### config.mk
export PLATFORM = sky130hd
export DESIGN_NAME = fetch_sequencer
export DESIGN_NICKNAME = d
export VERILOG_FILES = /design/src/rtl/fetch_sequencer_pkg.sv /design/src/rtl/fetch_sequencer_pc_next_mux.sv /design/src/rtl/fetch_sequencer.sv
export SDC_FILE = /design/constraint.sdc
export NUM_CORES = 1
export LEC_CHECK = 0
export CORE_ASPECT_RATIO = 0.7
export CORE_MARGIN = 1.5
export CORE_UTILIZATION = 46
export DETAILED_ROUTE_END_ITERATION = 6
export GPL_TIMING_DRIVEN = 0
export PLACE_DENSITY = 0.91
export SETUP_SLACK_MARGIN = 0.4
export SYNTH_ARGS = -nofsm -noshare
export SYNTH_HDL_FRONTEND = slang
export SYNTH_SLANG_ARGS = --single-unit
### constraint.sdc
create_clock -name clk -period 2.7 [get_ports clk]
set_input_delay 0.54 -clock clk [delete_from_list [all_inputs] [get_ports clk]]
set_output_delay 0.54 -clock clk [all_outputs]
set_load 0.01 [all_outputs]
### src/rtl/fetch_sequencer_pkg.sv
// Shared constants for the fetch sequencer: PCSEL encodings, FSM states, program map.
package fetch_sequencer_pkg;

  localparam int unsigned XLEN = 32;
  localparam int unsigned SEL_W = 3;

  localparam logic [SEL_W-1:0] PCSEL_INC   = 3'd0;
  localparam logic [SEL_W-1:0] PCSEL_BR    = 3'd1;
  localparam logic [SEL_W-1:0] PCSEL_JMP   = 3'd2;
  localparam logic [SEL_W-1:0] PCSEL_ILLOP = 3'd3;
  localparam logic [SEL_W-1:0] PCSEL_XADR  = 3'd4;

  typedef enum logic [1:0] {
    FS_IDLE   = 2'd0,
    FS_LAUNCH = 2'd1,
    FS_RUN    = 2'd2,
    FS_DONE   = 2'd3
  } fs_state_e;

  // Program entry points; the ROM image is laid out against these.
  localparam logic [XLEN-1:0] BASE1     = 32'd80;
  localparam logic [XLEN-1:0] BASE2     = 32'd120;
  localparam logic [XLEN-1:0] BASE3     = 32'd320;
  localparam logic [XLEN-1:0] BASE4     = 32'd400;
  localparam logic [XLEN-1:0] ILLOP_VEC = 32'd508;
  localparam logic [XLEN-1:0] XADR_VEC  = 32'd504;

  // Program number to base address; invalid numbers map to 0.
  function automatic logic [XLEN-1:0] prog_base(input logic [SEL_W-1:0] sel);
    case (sel)
      3'd1:    prog_base = BASE1;
      3'd2:    prog_base = BASE2;
      3'd3:    prog_base = BASE3;
      3'd4:    prog_base = BASE4;
      default: prog_base = '0;
    endcase
  endfunction

  function automatic logic prog_valid(input logic [SEL_W-1:0] sel);
    prog_valid = (sel >= 3'd1) && (sel <= 3'd4);
  endfunction

endpackage

### src/rtl/fetch_sequencer_pc_next_mux.sv
// Next-PC priority select with supervisor-bit handling; purely combinational.
module fetch_sequencer_pc_next_mux
  import fetch_sequencer_pkg::*;
(
  input  logic [31:0] pc,
  input  logic [2:0]  pcsel,
  input  logic [31:0] br_tgt,
  input  logic [31:0] jmp_tgt,
  input  logic        irq,
  output logic [31:0] next_pc_c,
  output logic        trap_c,
  output logic        complete_c
);

  // Interrupts only vector from user mode; branches may raise but never drop pc[31];
  // jumps may drop but never raise it; +4 is a plain modulo-2^32 add.
  always_comb begin
    next_pc_c  = pc + 32'd4;
    trap_c     = 1'b0;
    complete_c = 1'b0;
    if (irq && !pc[31]) begin
      next_pc_c = XADR_VEC;
      trap_c    = 1'b1;
    end else begin
      case (pcsel)
        PCSEL_ILLOP: begin
          next_pc_c = ILLOP_VEC;
          trap_c    = 1'b1;
        end
        PCSEL_JMP: begin
          next_pc_c  = {pc[31] & jmp_tgt[31], jmp_tgt[30:2], 2'b00};
          complete_c = (jmp_tgt[31:2] == 30'd0);
        end
        PCSEL_BR: begin
          next_pc_c = {pc[31] | br_tgt[31], br_tgt[30:0]};
        end
        PCSEL_XADR: begin
          next_pc_c = XADR_VEC;
          trap_c    = 1'b1;
        end
        default: begin
          next_pc_c = pc + 32'd4;
        end
      endcase
    end
  end

endmodule

### src/rtl/fetch_sequencer.sv
// Hardware program launcher and PC sequencer for the instruction ROM.
module fetch_sequencer
  import fetch_sequencer_pkg::*;
(
  input  logic        clk,
  input  logic        rst,
  input  logic        start,
  input  logic [2:0]  prog_sel,
  input  logic        stall,
  input  logic [2:0]  pcsel,
  input  logic [31:0] br_tgt,
  input  logic [31:0] jmp_tgt,
  input  logic        irq,
  output logic [31:0] pc,
  output logic [31:0] xp,
  output logic        xp_we,
  output logic        busy,
  output logic        done,
  output logic        bad_sel
);

  fs_state_e   state;
  logic [31:0] base_q;
  logic [31:0] next_pc_c;
  logic        trap_c;
  logic        complete_c;

  fetch_sequencer_pc_next_mux u_mux (
    .pc         (pc),
    .pcsel      (pcsel),
    .br_tgt     (br_tgt),
    .jmp_tgt    (jmp_tgt),
    .irq        (irq),
    .next_pc_c  (next_pc_c),
    .trap_c     (trap_c),
    .complete_c (complete_c)
  );

  // Launch/run/complete FSM; strobes default low and are set only on their edge.
  always_ff @(posedge clk) begin
    if (rst) begin
      state   <= FS_IDLE;
      base_q  <= '0;
      pc      <= '0;
      xp      <= '0;
      xp_we   <= 1'b0;
      busy    <= 1'b0;
      done    <= 1'b0;
      bad_sel <= 1'b0;
    end else begin
      xp_we   <= 1'b0;
      done    <= 1'b0;
      bad_sel <= 1'b0;
      case (state)
        FS_IDLE: begin
          pc   <= '0;
          busy <= 1'b0;
          if (start) begin
            if (prog_valid(prog_sel)) begin
              base_q <= prog_base(prog_sel);
              state  <= FS_LAUNCH;
              busy   <= 1'b1;
            end else begin
              bad_sel <= 1'b1;
            end
          end
        end
        FS_LAUNCH: begin
          pc    <= base_q;
          state <= FS_RUN;
          busy  <= 1'b1;
        end
        FS_RUN: begin
          if (!stall) begin
            if (complete_c) begin
              pc    <= '0;
              state <= FS_DONE;
              busy  <= 1'b0;
              done  <= 1'b1;
            end else begin
              pc <= next_pc_c;
              if (trap_c) begin
                xp    <= pc + 32'd4;
                xp_we <= 1'b1;
              end
            end
          end
        end
        FS_DONE: begin
          pc    <= '0;
          state <= FS_IDLE;
          busy  <= 1'b0;
        end
        default: begin
          state <= FS_IDLE;
        end
      endcase
    end
  end

endmodule

# == Word level (Yosys, flattened, before mapping) ==
# Cells that the tools add are included.
# totals
out_inout_bits,68
wordCells,70
ff_bits,102
# classes
n_eq_ne,15
n_addsub,1
bitwise_logic,7
reduce_logical,14
n_mux,23
n_lt_le_gt_ge,2
# ops
cell,count
$pmux W32 S4,1
$mux W32,3
$pmux W32 S3,1
$pmux W9 S4,1
$add A32 B3 Y32 const B,1
$logic_not A30 Y1,1
$eq A3 B2 Y1 const B,4
$mux W1,11
$mux W2,4
$ne A2 B2 Y1 const B,4
$pmux W2 S4,1
$reduce_and A4 Y1,2
$eq A3 B1 Y1 const B,2
$eq A3 B3 Y1 const B,2
$reduce_or A3 Y1,2
$not A1 Y1,5
$eq A2 B2 Y1 const B,2
$pmux W1 S4,1
$reduce_or A2 Y1,2
$reduce_or A4 Y1,1
$ge A3 B1 Y1 const B,1
$le A3 B3 Y1 const B,1
$reduce_and A3 Y1,1
$eq A2 B1 Y1 const B,1
6 further kinds,7

# == Logic depth before layout (Yosys ltp) ==
# logic_depth
word_depth,6
ltp_mapped,9
ltp_nobuf,7

# == By module ==
# Synthesis repeated with hierarchy kept, for this count alone.
# unflattened
hier_cells,598
area_unflattened_um2,4744.6
# modules_own_cells
mod,n_inst,cells_each,seq_area_each_um2,area_per_inst_um2
fetch_sequencer,1,394,1501.4,3457.1
fetch_sequencer_pc_next_mux,1,204,0.0,1287.5

# == Least setup slack after synthesis ==
# No wires, ideal clock.
# synth_path
path_kind,reg-to-reg
startpoint,reg pc[2]
endpoint,reg pc[30]
t_arrival_ns,2.078
n_path_buf,0
setup_ns,0.122
synth_period_minus_slack_ns,2.200
path_slack_ns,0.500
stages_incl_launch_ff,7
path_cell_list,dfxtp_1 ha_1 nand3_1 nor4_2 nand3_1 and3_1 a221o_1
# synth_between
elab_chain_len,6
# synth_lines
item,line,source
from (decl),fetch_sequencer.sv:14,"output logic [31:0] pc,"
from (signal assigned),fetch_sequencer.sv:69,pc <= base_q;
from (signal assigned),fetch_sequencer.sv:81,pc <= next_pc_c;
$add A32 B3 Y32,fetch_sequencer_pc_next_mux.sv:42,next_pc_c = pc + 32'd4;
$pmux W32 S4,fetch_sequencer_pc_next_mux.sv:25,case (pcsel)
$mux W32,fetch_sequencer_pc_next_mux.sv:21,if (irq && !pc[31]) begin
$mux W32,fetch_sequencer.sv:75,if (complete_c) begin
$mux W32,fetch_sequencer.sv:74,if (!stall) begin
$pmux W32 S3,fetch_sequencer.sv:54,case (state)
# No other way between the ends. The select of a mux whose other input is x is not followed.
# A chain may end at the register's enable or synchronous reset.

# == Worst setup path in the final report ==
# layout_path
startpoint,in jmp_tgt[21]
endpoint,reg pc[3]
# layout_between
elab_chain_len,6
# layout_lines
item,line,source
from (decl),fetch_sequencer.sv:12,"input logic [31:0] jmp_tgt,"
$logic_not A30 Y1,fetch_sequencer_pc_next_mux.sv:32,complete_c = (jmp_tgt[31:2] == 30'd0);
$mux W1,fetch_sequencer_pc_next_mux.sv:25,
$mux W1,fetch_sequencer_pc_next_mux.sv:21,
$mux W32,fetch_sequencer.sv:75,
$mux W32,fetch_sequencer.sv:74,
$pmux W32 S3,fetch_sequencer.sv:54,
# No other way between the ends. The select of a mux whose other input is x is not followed.

==> flow_summary.yaml <==
run_status:
  status: "finished, final reports clean"
detailed_routing:
  wire_per_inst_microns: 21.1
  wirelength_microns: 18000
  drt-initial-drc-count: 1010
  antenna_left: 0
  via_per_inst: 6.46
  firstDrtPassIters: 6
  vias: 5503
  drc: 0
clock_tree:
  cts_hold_buf: 0
  clock_latency_ps: 340
  cts_tree: "done"
  htreeDepth: 3
  ctsRootBufferMaster: "clkbuf_16"
  clk_path_buf_depth: 2
  cts.clk_slew.worst_paths_ps: 60
  clkSinkCount: 75
  cts_buffers: 9
finish:
  num_antenna_cells: 0
  final_cells: 852
  drive_above_1_share_pct: 15.7
  area_delta_synth_final_pct: 56.6
  seqCellArea_sq_um: 1510
  multi_input_area_sq_um: 2840
  fin_util_pct: 74.4
  nets: 803
  fill_cells: 631
synthesis:
  yosys_most_used_dff: "dfxtp_1"
  synthMostInstantiatedCell: "dfxtp_1"
  ys_types: 54
  yosysSeqAreaShare_pct: 34.8
  synth_warnings: 0
  yosys.area.top_type: "dfxtp_1"
  netlist_instances: 545
  synthTopCellsByArea: "dfxtp_1 (35%), a211oi_1 (5.7%), nor2_1 (5.0%), nand2_1 (4.1%), a21oi_1 (3.8%)"
  synth_top_area_share_pct: 34.8
  synth_area_per_cell_sq_um: 7.91
  async_reset_ff_share_pct: 0
  synthesis.area_sq_um: 4310
  syn-num-nets: 625
  synth_edf_count: 0
  ys_seq_elements: 75
  synth_common_cells: "dfxtp_1 (75), nor2_1 (57), nand2_1 (47)"
pwr:
  leakage_uw: 0.00247
  power_density_nw_per_um2: 542
  vdd_drop_max_v: 0.000405
placed_design:
  place_inst: 808
  dp.final_hpwl_microns: 12500
  io_buffers: 139
  post-place-ws_ps: -605
  gp_congestion: 0.966
sta:
  period_minus_slack_ps: 2420
  slew_headroom_pct: 50.9
  whs_ps: 487
  rsz0062_at_grt: "yes"
  skew_ps: 7.32
  hold_violations: 0
  timing.final.crit_share_pct: 89.8
  setup_ws_ps: 275
  drv_slew: 0
  finalSetupViolCount: 0
  fmax_mhz: 412
  worstMarginPinSlew_ps: 736
worst_setup_path:
  setup.worst_path.start_class: "input port"
  r2r_slack_ps: 420
  cp-end-kind: "flop"
  ff2ff_path_depth: 6
  r2r_start: "pc[31]"
  reg2reg_to: "pc[3]"
  required_ps: 2890
  crit_type: "in2reg"
  crit_path_max_fanout: 4
  arrival_ps: 2610
global_route:
  grt_pass1_wl_microns: 26400
  grt_pass1_vias: 5000
  grt_overflow: 0
  grt_antenna_before_repair: 0
  grt_max_degree: 14
  grt_use_total_pct: 33.8
floorplan:
  coreArea_sq_um: 9070
  die_area_sq_um: 9970
  rows: 29
  ios: 143
  die_h_microns: 84.0
  die_w_microns: 119
  start_util_pct: 47.5
min_path:
  hold_class: "reg2reg"
  hp-start: "busy"
  min_to: "busy"
  hold_path_depth: 2
run:
  cap_violations: 0
layout make-up:
| cell class | count | area share [%] |
|---|---|---|
| Tap cell | 124 | 2.30 |
| Clock inverter | 5 | 0.909 |
| Clock buffer | 11 | 3.60 |
| Inverter | 15 | 0.835 |
| Timing Repair Buffer | 167 | 24.6 |
| Buffer | 37 | 3.28 |
| Multi-Input combinational cell | 418 | 42.0 |
| Sequential cell | 75 | 22.4 |
per-layer routing:
layer | wire length [microns] | GRT usage [%] | up-vias
li1 | - | - | 2399
met1 | 7080 | 45.2 | 2525
met4 | 626 | 12.3 | 0
met5 | 0 | 0 | -
met2 | 7660 | 51.6 | 496
met3 | 2630 | 10.1 | 83
where the power goes:
group | leakage [uW] | internal (uW) | switching [uW]
Sequential | 0.000610 | 1210 | 86.2
Combinational | 0.00172 | 521 | 595
Clock | 0.000138 | 745 | 500
Total | 0.00247 | 2480 | 1180
sequential cells by signal, indices dropped and copies added (netlist names):
| signal | cells |
|---|---|
| xp_we | 1 |
| done | 1 |
| busy | 1 |
| state | 2 |
| bad_sel | 1 |
| xp | 32 |
| pc | 32 |
| base_q | 5 |
repair_timing:
| item | CTS | global route |
|---|---|---|
| gates resized for setup | 51 | 60 |
| hold endpoints to repair | 0 | 0 |
| setup buffers | 15 | 12 |
| setup endpoints to repair | 68 | 44 |
| pin swaps | 14 | 16 |
| gates cloned | 1 | 0 |
cell usage in the layout (no fill, tap or decap), drive strengths merged, types with 5 or more instances in the layout:
master	instances
mux2i	7
nand2	48
clkdlybuf4s50	119
nand2b	7
dlymetal6s2s	13
and3	11
a21oi	33
nor3	12
a211oi	33
xor2	9
o221a	5
clkbuf	41
dfxtp	75
nor4	20
or3	8
o21ai	25
nand3	19
inv	16
dlygate4sd2	7
a2111oi	5
a22oi	13
xnor2	18
nand4	10
o221ai	6
a21o	5
a31oi	8
buf	34
ha	5
nor2	57
or4	5
worst max path at each step:
stage                 from      to  slack [ps]  depth (start not counted)
2_1_floorplan        pc[2]  pc[30]         500                          6
3_3_place_gp      pcsel[1]  xp[11]        -550                          7
3_5_place_dp      pcsel[1]  xp[31]        -600                          7
4_1_cts           pcsel[2]  pc[20]         390                          7
5_1_grt        jmp_tgt[21]   pc[5]         310                          7
6_report       jmp_tgt[21]   pc[3]         280                          7
stage by stage:
step	TNS (ps)	power, uW	cell area [sq um]
after detailed placement	-24400	2250	5860
after global placement	-22340	2220	5860
after CTS	0	3550	6490
after floorplan	0	1810	4310
after global routing	0	3770	6750
final	0	3660	6750
cell families after synthesis:
kind of cell             share of synthesized area, %
buffers and inverters                            4.70
flip-flops                                       34.8
multiplexers                                     1.63
XOR/XNOR                                         5.49
AND/OR/NAND/NOR                                  25.5
adder cells (fa/ha/maj)                          1.45
AO/OA/AOI/OAI                                    26.4
worst max-delay path, stage by stage:
cell and delay, ps:
clkdlybuf4s50_1 510, nor4_4 380, nand3_2 160, buf_4 180, or3_1 400, a21boi_0 330
nor4_1 110
Note: power is estimated with default switching activity, not from simulation.
